**config.mk**
```make
export PLATFORM = sky130hd
export DESIGN_NAME = mips_cpu_lsu_avalon_flat
export DESIGN_NICKNAME = d
export VERILOG_FILES = /design/src/rtl/mips_cpu_lsu_avalon_if.sv /design/src/rtl/mips_cpu_lsu_avalon.sv /design/src/flat_wrapper.sv
export SDC_FILE = /design/constraint.sdc
export NUM_CORES = 1
export LEC_CHECK = 0
export ABC_AREA = 1
export CAP_MARGIN = 20
export CORE_ASPECT_RATIO = 1.75
export CORE_MARGIN = 4
export CORE_UTILIZATION = 46
export DETAILED_ROUTE_END_ITERATION = 12
export PLACE_DENSITY = 0.87
export SLEW_MARGIN = 20
export SYNTH_ARGS = -nofsm -noshare
export SYNTH_HDL_FRONTEND = slang
export SYNTH_SLANG_ARGS = --single-unit
export TNS_END_PERCENT = 5
```
**constraint.sdc**
```tcl
create_clock -name clk -period 2.13 [get_ports clk]
set_clock_uncertainty 0.2 [all_clocks]
set_input_delay 0.5325 -clock clk [delete_from_list [all_inputs] [get_ports clk]]
set_output_delay 0.5325 -clock clk [all_outputs]
set_load 0.1 [all_outputs]
```
**src/rtl/mips_cpu_lsu_avalon_if.sv**
```systemverilog
// Bundle of request, result and Avalon-MM signals for the MIPS load/store unit.
// master: the load/store unit itself; slave: the CPU core plus memory side around it.
interface mips_cpu_lsu_avalon_if;
  logic        req_valid;
  logic [5:0]  req_opcode;
  logic [31:0] req_addr;
  logic [31:0] req_wdata;
  logic        busy;
  logic        load_valid;
  logic [31:0] load_data;
  logic [5:0]  load_opcode;
  logic [1:0]  load_addr_lo;
  logic        store_done;
  logic        addr_error;
  logic [31:0] avm_address;
  logic        avm_read;
  logic        avm_write;
  logic [31:0] avm_writedata;
  logic [3:0]  avm_byteenable;
  logic        avm_waitrequest;
  logic [31:0] avm_readdata;

  modport master (
    input  req_valid, req_opcode, req_addr, req_wdata, avm_waitrequest, avm_readdata,
    output busy, load_valid, load_data, load_opcode, load_addr_lo, store_done, addr_error,
    output avm_address, avm_read, avm_write, avm_writedata, avm_byteenable
  );

  modport slave (
    output req_valid, req_opcode, req_addr, req_wdata, avm_waitrequest, avm_readdata,
    input  busy, load_valid, load_data, load_opcode, load_addr_lo, store_done, addr_error,
    input  avm_address, avm_read, avm_write, avm_writedata, avm_byteenable
  );
endinterface

```
**src/rtl/mips_cpu_lsu_avalon.sv**
```systemverilog
// MIPS data-memory load/store sequencer: one request at a time, run as a single
// Avalon-MM read or write with waitrequest, optional timeout. Returns the raw word;
// lane extraction and extension happen in the register file.
module mips_cpu_lsu_avalon #(
  parameter int TIMEOUT_CYCLES = 255,
  parameter int TIMEOUT_W      = 8
) (
  input logic                  clk,
  input logic                  reset_n,
  mips_cpu_lsu_avalon_if.master bus
);

  typedef enum logic [1:0] {S_IDLE, S_ACCESS, S_DONE, S_ERROR} state_t;

  localparam bit                   LP_TO_EN   = (TIMEOUT_CYCLES != 0);
  localparam logic [TIMEOUT_W-1:0] LP_TO_LAST = TIMEOUT_W'((TIMEOUT_CYCLES > 0) ? TIMEOUT_CYCLES - 1 : 0);

  state_t r_state, w_state_next;

  // Registered outputs and the latched request context
  logic                 r_busy, w_busy_next;
  logic                 r_load_valid, w_load_valid_next;
  logic [31:0]          r_load_data, w_load_data_next;
  logic [5:0]           r_load_opcode, w_load_opcode_next;
  logic [1:0]           r_load_addr_lo, w_load_addr_lo_next;
  logic                 r_store_done, w_store_done_next;
  logic                 r_addr_error, w_addr_error_next;
  logic [31:0]          r_avm_address, w_avm_address_next;
  logic                 r_avm_read, w_avm_read_next;
  logic                 r_avm_write, w_avm_write_next;
  logic [31:0]          r_avm_writedata, w_avm_writedata_next;
  logic [3:0]           r_avm_byteenable, w_avm_byteenable_next;
  logic [TIMEOUT_W-1:0] r_wait_cnt, w_wait_cnt_next;
  logic                 r_is_load, w_is_load_next;
  logic [5:0]           r_opcode, w_opcode_next;
  logic [1:0]           r_addr_lo, w_addr_lo_next;
  logic [31:0]          r_rdata, w_rdata_next;

  // Decode of the incoming request
  logic        w_is_load, w_is_store, w_misaligned, w_accept, w_timeout;
  logic [3:0]  w_be;
  logic [31:0] w_wdata;

  // Opcode decode: access type, alignment fault, lane enables and replicated store data
  always_comb begin
    w_is_load    = 1'b0;
    w_is_store   = 1'b0;
    w_misaligned = 1'b0;
    w_be         = 4'b1111;
    w_wdata      = 32'h0;
    case (bus.req_opcode)
      6'b100000, 6'b100010, 6'b100100, 6'b100110: w_is_load = 1'b1;
      6'b100001, 6'b100101: begin
        w_is_load    = 1'b1;
        w_misaligned = bus.req_addr[0];
      end
      6'b100011: begin
        w_is_load    = 1'b1;
        w_misaligned = (bus.req_addr[1:0] != 2'b00);
      end
      6'b101000: begin
        w_is_store = 1'b1;
        w_be       = 4'b0001 << bus.req_addr[1:0];
        w_wdata    = {4{bus.req_wdata[7:0]}};
      end
      6'b101001: begin
        w_is_store   = 1'b1;
        w_misaligned = bus.req_addr[0];
        w_be         = bus.req_addr[1] ? 4'b1100 : 4'b0011;
        w_wdata      = {2{bus.req_wdata[15:0]}};
      end
      6'b101011: begin
        w_is_store   = 1'b1;
        w_misaligned = (bus.req_addr[1:0] != 2'b00);
        w_wdata      = bus.req_wdata;
      end
      default: ;
    endcase
  end

  // The result pulse cycle keeps busy high, so a request is only taken once busy has dropped
  assign w_accept  = (r_state == S_IDLE) && !r_busy && bus.req_valid && (w_is_load || w_is_store);
  assign w_timeout = LP_TO_EN && bus.avm_waitrequest && (r_wait_cnt >= LP_TO_LAST);

  // State register
  always_ff @(posedge clk or negedge reset_n) begin
    if (!reset_n) r_state <= S_IDLE;
    else          r_state <= w_state_next;
  end

  // Next-state logic
  always_comb begin
    w_state_next = r_state;
    case (r_state)
      S_IDLE:   if (w_accept) w_state_next = w_misaligned ? S_ERROR : S_ACCESS;
      S_ACCESS: begin
        if (!bus.avm_waitrequest) w_state_next = S_DONE;
        else if (w_timeout)       w_state_next = S_ERROR;
      end
      S_DONE:   w_state_next = S_IDLE;
      S_ERROR:  w_state_next = S_IDLE;
      default:  w_state_next = S_IDLE;
    endcase
  end

  // Output logic: next values for the registered bus strobes, pulses and result fields
  always_comb begin
    w_load_valid_next     = 1'b0;
    w_store_done_next     = 1'b0;
    w_addr_error_next     = 1'b0;
    w_load_data_next      = r_load_data;
    w_load_opcode_next    = r_load_opcode;
    w_load_addr_lo_next   = r_load_addr_lo;
    w_avm_address_next    = r_avm_address;
    w_avm_read_next       = r_avm_read;
    w_avm_write_next      = r_avm_write;
    w_avm_writedata_next  = r_avm_writedata;
    w_avm_byteenable_next = r_avm_byteenable;
    w_wait_cnt_next       = r_wait_cnt;
    w_is_load_next        = r_is_load;
    w_opcode_next         = r_opcode;
    w_addr_lo_next        = r_addr_lo;
    w_rdata_next          = r_rdata;
    w_busy_next           = (w_state_next != S_IDLE);
    case (r_state)
      S_IDLE: begin
        if (w_accept && !w_misaligned) begin
          w_avm_address_next    = {bus.req_addr[31:2], 2'b00};
          w_avm_read_next       = w_is_load;
          w_avm_write_next      = w_is_store;
          w_avm_writedata_next  = w_wdata;
          w_avm_byteenable_next = w_be;
          w_wait_cnt_next       = '0;
          w_is_load_next        = w_is_load;
          w_opcode_next         = bus.req_opcode;
          w_addr_lo_next        = bus.req_addr[1:0];
        end
      end
      S_ACCESS: begin
        if (!bus.avm_waitrequest) begin
          w_avm_read_next  = 1'b0;
          w_avm_write_next = 1'b0;
          if (r_is_load) w_rdata_next = bus.avm_readdata;
        end else begin
          if (!(&r_wait_cnt)) w_wait_cnt_next = r_wait_cnt + 1'b1;
          if (w_timeout) begin
            w_avm_read_next  = 1'b0;
            w_avm_write_next = 1'b0;
          end
        end
      end
      S_DONE: begin
        w_busy_next       = 1'b1;
        w_load_valid_next = r_is_load;
        w_store_done_next = !r_is_load;
        if (r_is_load) begin
          w_load_data_next    = r_rdata;
          w_load_opcode_next  = r_opcode;
          w_load_addr_lo_next = r_addr_lo;
        end
      end
      S_ERROR: begin
        w_busy_next       = 1'b1;
        w_addr_error_next = 1'b1;
      end
      default: ;
    endcase
  end

  // Output and context registers; async reset abandons any transfer without pulses
  always_ff @(posedge clk or negedge reset_n) begin
    if (!reset_n) begin
      r_busy           <= 1'b0;
      r_load_valid     <= 1'b0;
      r_load_data      <= '0;
      r_load_opcode    <= '0;
      r_load_addr_lo   <= '0;
      r_store_done     <= 1'b0;
      r_addr_error     <= 1'b0;
      r_avm_address    <= '0;
      r_avm_read       <= 1'b0;
      r_avm_write      <= 1'b0;
      r_avm_writedata  <= '0;
      r_avm_byteenable <= '0;
      r_wait_cnt       <= '0;
      r_is_load        <= 1'b0;
      r_opcode         <= '0;
      r_addr_lo        <= '0;
      r_rdata          <= '0;
    end else begin
      r_busy           <= w_busy_next;
      r_load_valid     <= w_load_valid_next;
      r_load_data      <= w_load_data_next;
      r_load_opcode    <= w_load_opcode_next;
      r_load_addr_lo   <= w_load_addr_lo_next;
      r_store_done     <= w_store_done_next;
      r_addr_error     <= w_addr_error_next;
      r_avm_address    <= w_avm_address_next;
      r_avm_read       <= w_avm_read_next;
      r_avm_write      <= w_avm_write_next;
      r_avm_writedata  <= w_avm_writedata_next;
      r_avm_byteenable <= w_avm_byteenable_next;
      r_wait_cnt       <= w_wait_cnt_next;
      r_is_load        <= w_is_load_next;
      r_opcode         <= w_opcode_next;
      r_addr_lo        <= w_addr_lo_next;
      r_rdata          <= w_rdata_next;
    end
  end

  assign bus.busy           = r_busy;
  assign bus.load_valid     = r_load_valid;
  assign bus.load_data      = r_load_data;
  assign bus.load_opcode    = r_load_opcode;
  assign bus.load_addr_lo   = r_load_addr_lo;
  assign bus.store_done     = r_store_done;
  assign bus.addr_error     = r_addr_error;
  assign bus.avm_address    = r_avm_address;
  assign bus.avm_read       = r_avm_read;
  assign bus.avm_write      = r_avm_write;
  assign bus.avm_writedata  = r_avm_writedata;
  assign bus.avm_byteenable = r_avm_byteenable;

endmodule

```
**src/flat_wrapper.sv**
```systemverilog
// flat-port wrapper written by rule: the top's interface ports become plain ports
module mips_cpu_lsu_avalon_flat 
#(
  parameter int TIMEOUT_CYCLES = 255,
  parameter int TIMEOUT_W      = 8
)
  (clk, reset_n, bus_req_valid, bus_req_opcode, bus_req_addr, bus_req_wdata, bus_avm_waitrequest, bus_avm_readdata, bus_busy, bus_load_valid, bus_load_data, bus_load_opcode, bus_load_addr_lo, bus_store_done, bus_addr_error, bus_avm_address, bus_avm_read, bus_avm_write, bus_avm_writedata, bus_avm_byteenable);
  mips_cpu_lsu_avalon_if bus_i ();
  input logic clk;
  input logic reset_n;
  input wire logic [$bits(bus_i.req_valid)-1:0] bus_req_valid;
  input wire logic [$bits(bus_i.req_opcode)-1:0] bus_req_opcode;
  input wire logic [$bits(bus_i.req_addr)-1:0] bus_req_addr;
  input wire logic [$bits(bus_i.req_wdata)-1:0] bus_req_wdata;
  input wire logic [$bits(bus_i.avm_waitrequest)-1:0] bus_avm_waitrequest;
  input wire logic [$bits(bus_i.avm_readdata)-1:0] bus_avm_readdata;
  output wire logic [$bits(bus_i.busy)-1:0] bus_busy;
  output wire logic [$bits(bus_i.load_valid)-1:0] bus_load_valid;
  output wire logic [$bits(bus_i.load_data)-1:0] bus_load_data;
  output wire logic [$bits(bus_i.load_opcode)-1:0] bus_load_opcode;
  output wire logic [$bits(bus_i.load_addr_lo)-1:0] bus_load_addr_lo;
  output wire logic [$bits(bus_i.store_done)-1:0] bus_store_done;
  output wire logic [$bits(bus_i.addr_error)-1:0] bus_addr_error;
  output wire logic [$bits(bus_i.avm_address)-1:0] bus_avm_address;
  output wire logic [$bits(bus_i.avm_read)-1:0] bus_avm_read;
  output wire logic [$bits(bus_i.avm_write)-1:0] bus_avm_write;
  output wire logic [$bits(bus_i.avm_writedata)-1:0] bus_avm_writedata;
  output wire logic [$bits(bus_i.avm_byteenable)-1:0] bus_avm_byteenable;
  assign bus_i.req_valid = bus_req_valid;
  assign bus_i.req_opcode = bus_req_opcode;
  assign bus_i.req_addr = bus_req_addr;
  assign bus_i.req_wdata = bus_req_wdata;
  assign bus_i.avm_waitrequest = bus_avm_waitrequest;
  assign bus_i.avm_readdata = bus_avm_readdata;
  assign bus_busy = bus_i.busy;
  assign bus_load_valid = bus_i.load_valid;
  assign bus_load_data = bus_i.load_data;
  assign bus_load_opcode = bus_i.load_opcode;
  assign bus_load_addr_lo = bus_i.load_addr_lo;
  assign bus_store_done = bus_i.store_done;
  assign bus_addr_error = bus_i.addr_error;
  assign bus_avm_address = bus_i.avm_address;
  assign bus_avm_read = bus_i.avm_read;
  assign bus_avm_write = bus_i.avm_write;
  assign bus_avm_writedata = bus_i.avm_writedata;
  assign bus_avm_byteenable = bus_i.avm_byteenable;
  mips_cpu_lsu_avalon #(.TIMEOUT_CYCLES(TIMEOUT_CYCLES), .TIMEOUT_W(TIMEOUT_W)) u_core (.clk(clk), .reset_n(reset_n), .bus(bus_i));
endmodule
```
==> flow_metrics.py, run 1 <==
metrics = {
    "clock_network": {
        "worstSkewPairLatency_ns": 0.42,
        "cts_root_buffer": "clkbuf_16",
        "numCtsBuffers": 17,
        "cts.sinks": 163,
        "cts_max_level": 4,
        "path_clk_slew_ns": 0.07,
        "clock_path_buffers": 2,
        "cts_tree": "yes",
    },
    "floorplan": {
        "row_count": 58,
        "die-area_um2": 16910,
        "ios": 220,
        "die-height_um": 169.1,
        "start_util": 0.4722,
        "die_w_um": 100.0,
        "fp.coreArea_um2": 14440,
    },
    "grt": {
        "grt.busiest_layer": "met2",
        "met3_usage": 0.03794,
        "antenna_found_initial": 1,
        "grt_use_total": 0.2378,
        "grt_pass1_wl_mm": 31.47,
        "grt_overflow": 0,
        "grtUsageMet1": 0.2555,
        "use_met2": 0.4423,
        "grt_pass1_vias": 6170,
        "grt_max_degree": 45,
    },
    "power_and_ir_drop": {
        "p_per_area_nw_per_um2": 1721,
        "finalPower_w": 0.01963,
        "ir_drop_uv": 1317,
        "leakagePower_nw": 5.446,
    },
    "critical_path": {
        "critPathLaunchType": "input port",
        "timing.reg2reg.setup_slack_ns": 0.18,
        "crit_type": "input port to flip-flop",
        "required_ns": 2.24,
        "r2r-end": "u_core.r_wait_cnt[0]",
        "reg2reg_from": "u_core.r_wait_cnt[0]",
        "end_kind": "flip-flop",
        "reg2reg_depth": 9,
        "cp-startpoint": "bus_req_opcode[2]",
        "path_max_fanout": 22,
        "arrival_ns": 2.23,
    },
    "hold_path": {
        "worstHoldStart": "u_core.r_is_load",
        "min_path_cells": 1,
        "hold_path_class": "flip-flop to flip-flop",
        "min_to": "u_core.bus.store_done",
    },
    "timing": {
        "fmax_ghz": 0.4702,
        "layout_setup_ws_ns": 0.003159,
        "hold_slack_ns": 0.2668,
        "min_period_over_period": 0.9985,
        "fin_crit_ns": 2.127,
        "finalHoldViolations": 0,
        "setup_viol": 0,
        "rsz0062_at_grt": "true",
        "maxSlewViolCount": 0,
    },
    "synth": {
        "synthesis.area_um2": 6819,
        "synth_seq_cells": 163,
        "synth.distinct_cells": 28,
        "synth_warnings": 0,
        "avgSynthCellArea_um2": 9.328,
        "yosysTopAreaCell": "dfrtp_1",
        "yosysSeqAreaShare": 0.5982,
        "netlist_top_cells_area": "dfrtp_1 (60%), nand2_1 (16%), nand3_1 (5.9%)",
        "synthCells": 731,
        "synth_top_area_frac": 0.5982,
    },
    "placement": {
        "place.gp.congestion": 0.8556,
        "dp_hpwl_mm": 14.77,
        "placed_area_um2": 10620,
        "place_ws_ns": -0.4599,
        "portBuffers": 217,
    },
    "drt": {
        "avgViaCountPerCell": 5.145,
        "drc": 0,
        "finalWirelength_mm": 20.04,
        "drt-initial-drc-count": 343,
        "antenna_left": 0,
        "routedWlPerCell_um": 16.99,
        "drt-pass1-iter-count": 5,
        "vias": 6071,
    },
    "layout": {
        "utilization": 0.7898,
        "finalNetCount": 1094,
        "layout_commonest_cell": "nand2_1",
        "layout-drive-gt1-share": 0.2492,
        "syn2layout_area_growth_pct": 67.27,
        "layout_common_cells": "nand2_1 (286), dfrtp_1 (162), buf_12 (121)",
        "final_cell_area_um2": 11410,
    },
    "job": {
        "drv_cap": 0,
    },
    "status": {
        "status": "finished clean",
    },
}
-- flip-flops by register name (all words and copies together) (netlist names) --
register	count
u_core.bus.busy	1
u_core.bus.addr_error	1
u_core.r_wait_cnt	8
u_core.bus.load_data	32
u_core.bus.avm_read	1
u_core.r_state	2
u_core.r_is_load	1
u_core.bus.avm_write	1
u_core.bus.avm_writedata	32
u_core.bus.store_done	1
u_core.bus.load_addr_lo	2
u_core.bus.avm_address	30
u_core.r_addr_lo	2
u_core.bus.avm_byteenable	4
u_core.r_opcode	6
u_core.bus.load_opcode	6
u_core.bus.load_valid	1
u_core.r_rdata	32
-- synthesized netlist by cell type (all sizes together) --
library cell and count:
nand4 1, buf 23, mux2 32, nor3 7, nor3b 2, conb 1, inv 39, nand3 80
ha 2, nand2 292, o211ai 2, o21a 24, dfrtp 163, a31oi 3, xor2 1, o21ai 24
clkbuf 11, a21oi 7, nor2 17
-- cells by family (layout without fill, tap and decap cells) --
group           count (synthesis)  in the layout  share of synthesized area
flops                         163            163                     0.5982
mux                            32             32                    0.05284
buf+inv                        73            340                    0.04734
simple gates                  399            399                     0.2415
compound gates                 60             60                    0.05468
fa+ha+maj                       2              2                   0.003669
other cells                     1              3                  0.0005499
xor+xnor                        1              1                   0.001285
-- worst max-delay path by stage --
stage,end,slack (ns)
4_1_cts,u_core.bus.avm_writedata[21],-0.03
6_report,u_core.bus.avm_writedata[19],0.003
5_1_grt,u_core.bus.avm_writedata[17],-0.05
2_1_floorplan,u_core.bus.avm_address[10],0.16
3_3_place_gp,u_core.bus.avm_writedata[19],-0.36
3_5_place_dp,u_core.bus.avm_writedata[19],-0.46
-- power by group --
| part | total, W | switching, W | internal, W |
|---|---|---|---|
| clock | 0.00308 | 0.00139 | 0.00169 |
| sequential | 0.00537 | 0.00110 | 0.00427 |
| combinational | 0.0112 | 0.00724 | 0.00394 |
| total | 0.0196 | 0.00973 | 0.00990 |
-- critical path, cell delays in order --
cell and delay, ns:
clkdlybuf4s50_1 0.51, buf_4 0.19, nand2_1 0.06, nand3_1 0.08
nand2_1 0.13, nand2_4 0.09, nor2_4 0.11, buf_12 0.16
buf_12 0.17, nand3_1 0.08, o21a_1 0.12
-- through the flow --
stage,TNS (ns),std cells
2_1_floorplan,0,732
3_3_place_gp,-27.09,1140
3_5_place_dp,-34.83,1140
4_1_cts,-0.2949,1177
5_1_grt,-1.610,1180
6_report,0,1180
-- routing by layer --
layer	part of all wire	routed length (um)
met1	0.35	6948
met2	0.56	11290
met3	0.051	1015
met4	0.040	792
met5	0	0
-- timing repair --
| action | in CTS | in global routing |
|---|---|---|
| setup buffers | 3 | 1 |
| endpoints found under the hold margin | 24 | 0 |
| cloned | 1 | 1 |
| resized for setup | 5 | 20 |
| setup endpoints to repair | 34 | 85 |
| hold buffers | 1 | 0 |
| pin swaps | 3 | 0 |
-- area by class of cell --
cell class	count	area, um2
clock inverter	15	181.4
inverter	39	148.9
multi-input combinational	496	2467
fill	810	3035
sequential	163	4080
timing repair buffer	269	3875
tap	180	225.2
antenna	1	2.502
clock buffer	17	425.4
No activity file was read; power rests on OpenSTA's default activity.
==> inputs of run 2 (changes only) <==
--- a/config.mk
+++ b/config.mk
@@ -9,9 +9,9 @@
 export CAP_MARGIN = 20
 export CORE_ASPECT_RATIO = 1.75
 export CORE_MARGIN = 4
-export CORE_UTILIZATION = 46
+export CORE_UTILIZATION = 42
 export DETAILED_ROUTE_END_ITERATION = 12
-export PLACE_DENSITY = 0.87
+export PLACE_DENSITY = 0.84
 export SLEW_MARGIN = 20
 export SYNTH_ARGS = -nofsm -noshare
 export SYNTH_HDL_FRONTEND = slang
==> constraint.sdc (replaced) <==
create_clock -name clk -period 1.8 [get_ports clk]
set_clock_uncertainty 0.2 [all_clocks]
set_input_delay 0.45 -clock clk [delete_from_list [all_inputs] [get_ports clk]]
set_output_delay 0.45 -clock clk [all_outputs]
set_load 0.1 [all_outputs]
==> run 2 against run 1 <==
The flow now finishes with violations (setup timing). Core utilization is 6.2 points lower. Die area grew 8.9%. Sequential power rose by 18%. Clock-buffer cell count is 1 higher. Final area grew 1.8%. Register-to-register slack got worse by 0.27 ns. Global-route usage down 1.5 points. Highest routed layer unchanged.
==> flow_metrics.py, run 2 (synthesis gave the netlist of run 1 again) <==
metrics = {
    "grt": {
        "grt_pass1_vias": 6327,
        "grt_overflow": 0,
        "grt_use_total": 0.2225,
        "grt_pass1_wl_mm": 32.31,
        "grt_max_degree": 54,
        "antenna_found_initial": 0,
    },
    "critical_path": {
        "critPathLaunchType": "input port",
        "arrival_ns": 2.07,
        "crit_type": "input port to flip-flop",
        "required_ns": 1.95,
        "path_max_fanout": 6,
        "cpMaxStageDelayCell": "dlygate4sd2_1",
        "reg2reg_depth": 10,
        "path_cells": "dlygate4sd2_1 -> inv_2 -> nor2_4 -> buf_4 -> nand3_1 -> nand2_1 -> nand2_2 -> nor2_4 -> buf_6 -> buf_8 -> buf_8 -> clkbuf_16 -> o21a_1",
        "critPathMaxStageDelay_ns": 0.21,
        "end_kind": "flip-flop",
    },
    "timing": {
        "min_period_over_period": 1.064,
        "maxSlewViolCount": 0,
        "setup_viol": 53,
        "rsz0062_at_grt": "true",
        "fmax_ghz": 0.5220,
        "finalHoldViolations": 0,
        "fin_crit_ns": 1.916,
        "layout_setup_ws_ns": -0.1158,
    },
    "clock_network": {
        "path_clk_slew_ns": 0.07,
        "cts_tree": "yes",
        "numCtsBuffers": 17,
        "cts_root_buffer": "clkbuf_16",
        "clock_path_buffers": 2,
        "cts_max_level": 4,
        "cts.sinks": 163,
        "worstSkewPairLatency_ns": 0.41,
    },
    "drt": {
        "antenna_left": 0,
        "finalWirelength_mm": 20.72,
        "routedWlPerCell_um": 17.28,
        "drt-initial-drc-count": 278,
        "vias": 6076,
        "avgViaCountPerCell": 5.068,
        "drt-pass1-iter-count": 5,
        "drc": 0,
    },
    "layout": {
        "multi_input_area_um2": 2537,
        "final_cell_area_um2": 11610,
        "register_area_um2": 4083,
        "syn2layout_area_growth_pct": 70.31,
        "layout_common_cells": "nand2_1 (279), dfrtp_1 (162), buf_12 (121)",
        "final_cells": 1199,
        "diodes": 0,
        "n_fill_cell": 1017,
        "layout_commonest_cell": "nand2_1",
        "layout-drive-gt1-share": 0.2772,
        "finalNetCount": 1105,
    },
    "floorplan": {
        "fp.coreArea_um2": 15950,
        "row_count": 61,
        "die_w_um": 104.3,
        "die-area_um2": 18420,
        "start_util": 0.4275,
        "die-height_um": 176.6,
        "ios": 220,
    },
    "placement": {
        "dp_cells": 1147,
        "portBuffers": 217,
        "dp_hpwl_mm": 14.64,
        "placed_area_um2": 10640,
        "place.gp.congestion": 0.8894,
    },
    "status": {
        "status": "finished with violations",
        "violations": "setup timing",
    },
    "hold_path": {
        "hold_path_class": "input port to asynchronous set/reset pin",
    },
    "power_and_ir_drop": {
        "leakagePower_nw": 5.509,
        "ir_drop_uv": 1451,
        "p_per_area_nw_per_um2": 1999,
    },
    "job": {
        "drv_cap": 0,
    },
}
==> run 2: per-stage QoR <==
stage          setup WS [ns]  power (W)  hold WS, ns    util  setup TNS, ns
5_1_grt              -0.2056    0.02399       0.2301  0.7281         -8.777
4_1_cts             -0.09491    0.02329       0.1980  0.7212         -4.040
6_report             -0.1158    0.02322       0.2182  0.7281         -3.138
3_5_place_dp         -0.7191    0.01961      0.08151  0.6671         -67.32
2_1_floorplan       -0.02518    0.01397     -0.04559       -        -0.7495
3_3_place_gp         -0.6069    0.01940      0.08181  0.6671         -58.85
==> run 2: worst max-delay path: cells and delay by family <==
kind                   cells  cell delay, ns
and+or+nand+nor            5            0.56
buffers and inverters      7            0.94
AOI/OAI and AO/OA          1            0.12
==> run 2: final cells by class <==
class,instances,area share
Clock inverter,14,0.01239
Sequential cell,163,0.3515
Timing Repair Buffer,280,0.3464
Tap cell,189,0.02036
Multi-Input combinational cell,496,0.2185
Inverter,39,0.01304
Clock buffer,18,0.03782
==> run 2: what timing repair did <==
item,CTS,global route
gates resized for setup,36,32
hold buffers,1,0
setup endpoints to repair,88,88
pin swaps,11,12
buffers inserted,12,3
endpoints found under the hold margin,163,0
cloned,4,2
==> run 2: final timing paths <==
| path | slack (ns) | startpoint | end |
|---|---|---|---|
| min in group clk | 0.24 | bus_req_opcode[0] | u_core.r_opcode[0] |
| setup reg to reg | -0.09 | u_core.r_state[1] | u_core.bus.avm_writedata[27] |
| hold reg to reg | 0.26 | u_core.r_opcode[5] | u_core.r_opcode[5] |
| setup / recovery | -0.12 | bus_req_opcode[5] | u_core.bus.avm_writedata[27] |
| hold / removal | 0.22 | reset_n | u_core.bus.avm_writedata[5] |
| max in group asynchronous | 0.62 | reset_n | u_core.bus.avm_writedata[23] |
==> run 2: metal layers <==
layer	wire length, um	share of wire	global-route usage	vias up
met2	11460	0.55	0.4102	239
li1	-	-	-	2883
met1	7213	0.35	0.2303	2886
met3	987	0.048	0.04720	68
met4	1056	0.051	0.1292	0
met5	0	0	0	-
==> run 2: report_power, final <==
group / internal (W) / switching [W] / leakage, nW
logic: 0.00472 / 0.00860 / 3.17
clock network: 0.00199 / 0.00156 / 0.283
registers: 0.00506 / 0.00128 / 2.06
total: 0.0118 / 0.0114 / 5.51
==> inputs of run 3 (changes only) <==
--- a/config.mk
+++ b/config.mk
@@ -7,11 +7,10 @@
 export LEC_CHECK = 0
 export ABC_AREA = 1
 export CAP_MARGIN = 20
-export CORE_ASPECT_RATIO = 1.75
 export CORE_MARGIN = 4
-export CORE_UTILIZATION = 42
+export CORE_UTILIZATION = 50
 export DETAILED_ROUTE_END_ITERATION = 12
-export PLACE_DENSITY = 0.84
+export PLACE_DENSITY = 0.93
 export SLEW_MARGIN = 20
 export SYNTH_ARGS = -nofsm -noshare
 export SYNTH_HDL_FRONTEND = slang
==> constraint.sdc (replaced) <==
create_clock -name clk -period 2.3 [get_ports clk]
set_clock_uncertainty 0.2 [all_clocks]
set_input_delay 0.575 -clock clk [delete_from_list [all_inputs] [get_ports clk]]
set_output_delay 0.575 -clock clk [all_outputs]
set_load 0.1 [all_outputs]
==> run 3 against run 2 <==
The flow now finishes without violations. Final cell count decreased by 2.8%. Sequential share of layout area rose by 5.3 points. Critical path depth decreased by 2. Core utilization increased by 3.1 points. Die area down 15%. Non-clock buffer count is 21 lower. Sequential power is 26% lower. Hold slack improved by 0.030 ns. Final area down 13%. Routed wire length decreased by 7.8%. Via count shrank 0.67%. Critical endpoint is now u_core.bus.avm_writedata[8]. Clock-buffer cell count did not move.
==> flow_metrics.py, run 3 (synthesis gave the netlist of run 1 again) <==
metrics = {
    "layout": {
        "finalNetCount": 1084,
        "layout_commonest_cell": "nand2_1",
        "syn2layout_area_growth_pct": 47.91,
        "layout_common_cells": "nand2_1 (290), dfrtp_1 (163), buf_4 (120)",
        "final_cells": 1165,
        "diodes": 0,
        "layout-drive-gt1-share": 0.2326,
    },
    "critical_path": {
        "critPathLaunchType": "input port",
        "crit_type": "input port to flip-flop",
        "arrival_ns": 2.30,
        "path_max_fanout": 20,
        "required_ns": 2.41,
        "end_kind": "flip-flop",
    },
    "clock_network": {
        "cts_max_level": 4,
        "path_clk_slew_ns": 0.06,
        "cts_tree": "yes",
        "clock_path_buffers": 2,
        "cts_root_buffer": "clkbuf_16",
        "numCtsBuffers": 17,
        "cts.sinks": 163,
        "worstSkewPairLatency_ns": 0.42,
    },
    "floorplan": {
        "die_w_um": 124.8,
        "start_util": 0.5129,
        "die-height_um": 124.8,
        "fp.coreArea_um2": 13300,
        "row_count": 42,
        "ios": 220,
        "die-area_um2": 15570,
    },
    "drt": {
        "antenna_left": 0,
        "drt-pass1-iter-count": 5,
        "vias": 6035,
        "finalWirelength_mm": 19.11,
        "drc": 0,
        "routedWlPerCell_um": 16.41,
        "avgViaCountPerCell": 5.180,
        "drt-initial-drc-count": 396,
    },
    "timing": {
        "finalHoldViolations": 0,
        "max_slew_margin": 0.6642,
        "fin_crit_ns": 2.189,
        "worst_pin_slew_ns": 0.5037,
        "fmax_ghz": 0.4568,
        "rsz0062_at_grt": "false",
        "fin_setup_tns_ns": 0,
        "min_period_over_period": 0.9518,
        "setup_viol": 0,
        "maxSlewViolCount": 0,
    },
    "grt": {
        "grt_pass1_wl_mm": 30.39,
        "grt_max_degree": 53,
        "antenna_found_initial": 0,
        "grt_overflow": 0,
        "grt_use_total": 0.2432,
        "grt_pass1_vias": 6144,
    },
    "job": {
        "drv_cap": 0,
    },
    "power_and_ir_drop": {
        "ir_drop_uv": 1409,
        "p_sw_frac": 0.5253,
        "clockPowerShare": 0.170,
        "leakagePower_nw": 4.999,
        "power.internal_w": 0.007734,
        "comb_power_share": 0.542,
        "p_per_area_nw_per_um2": 1615,
        "pwr-share-seq": 0.288,
        "p_switching_w": 0.008560,
    },
    "placement": {
        "place.gp.congestion": 0.8369,
        "portBuffers": 217,
        "dp_hpwl_mm": 13.83,
        "dp_cells": 1130,
    },
    "hold_path": {
        "hold_path_class": "flip-flop to flip-flop",
    },
    "status": {
        "status": "finished clean",
    },
}
-- run 3: cell count changes in the layout (fill, tap and decap cells not counted), moves of 5 or more --
cell	delta
buf_12	-89
buf_4	+80
buf_6	-5
clkdlybuf4s50_1	+7
nand2_1	+11
nand2_2	-9
o21ai_0	+10
o21ai_1	-8
-- run 3: timing repair --
action	4_1_cts	5_1_grt
hold buffers	1	0
gates resized for setup	0	1
endpoints found under the setup margin	0	38
endpoints found under the hold margin	46	0
buffers inserted	0	1
-- run 3: power groups by stage --
stage / Sequential, W / Combinational (W) / Clock (W)
floorplan: 0.00987 / 0.00105 / 0
global placement: 0.00465 / 0.00871 / 0
detailed placement: 0.00470 / 0.00885 / 0
CTS: 0.00469 / 0.00887 / 0.00282
global route: 0.00480 / 0.00911 / 0.00294
finish: 0.00469 / 0.00883 / 0.00277
-- run 3: worst paths after layout --
kind / to / startpoint / cells after the start / slack (ns)
setup / recovery: u_core.bus.avm_writedata[8] / bus_req_opcode[0] / 11 / 0.11
hold / removal: u_core.r_opcode[5] / u_core.r_opcode[5] / 2 / 0.25
setup reg to reg: u_core.bus.avm_address[6] / u_core.r_state[0] / 9 / 0.25
hold reg to reg: u_core.r_opcode[5] / u_core.r_opcode[5] / 2 / 0.25
max in group asynchronous: u_core.bus.load_data[16] / reset_n / 3 / 0.78
min in group asynchronous: u_core.r_rdata[23] / reset_n / 2 / 0.49
-- run 3: critical path, cell delays in order --
cell and delay [ns]:
clkdlybuf4s50_1 0.53, inv_1 0.06, nor2_1 0.13, nand3_1 0.12
nand2_1 0.07, nand2_1 0.05, nand2_1 0.16, nor2_4 0.10
buf_4 0.16, clkbuf_16 0.17, o21a_1 0.18
-- run 3: layout make-up --
| type | instances | area [um2] |
|---|---|---|
| Clock inverter | 14 | 150.1 |
| Clock buffer | 18 | 429.2 |
| Inverter | 39 | 146.4 |
| Fill cell | 883 | 3209 |
| Sequential cell | 163 | 4079 |
| Timing Repair Buffer | 259 | 2629 |
| Tap cell | 176 | 220.2 |
| Multi-Input combinational cell | 496 | 2432 |
-- run 3: layer usage --
layer / track usage / part of all wire / wire length (um)
met1: 0.2846 / 0.39 / 7370
met2: 0.4065 / 0.50 / 9565
met3: 0.07333 / 0.078 / 1491
met4: 0.1219 / 0.036 / 685
met5: 0 / 0 / 0
-- run 3: stage by stage --
step | worst slack, ns | util | hold WS [ns] | power (W) | cell area, um2
floorplan | 0.1551 | - | 0.07941 | 0.01092 | 6823
global placement | -0.2587 | 0.7115 | 0.2307 | 0.01336 | 9459
detailed placement | -0.3725 | 0.7115 | 0.2348 | 0.01355 | 9459
CTS | 0.06400 | 0.7558 | 0.2497 | 0.01638 | 10050
global route | 0.01220 | 0.7586 | 0.2797 | 0.01686 | 10090
finish | 0.1110 | 0.7586 | 0.2477 | 0.01629 | 10090
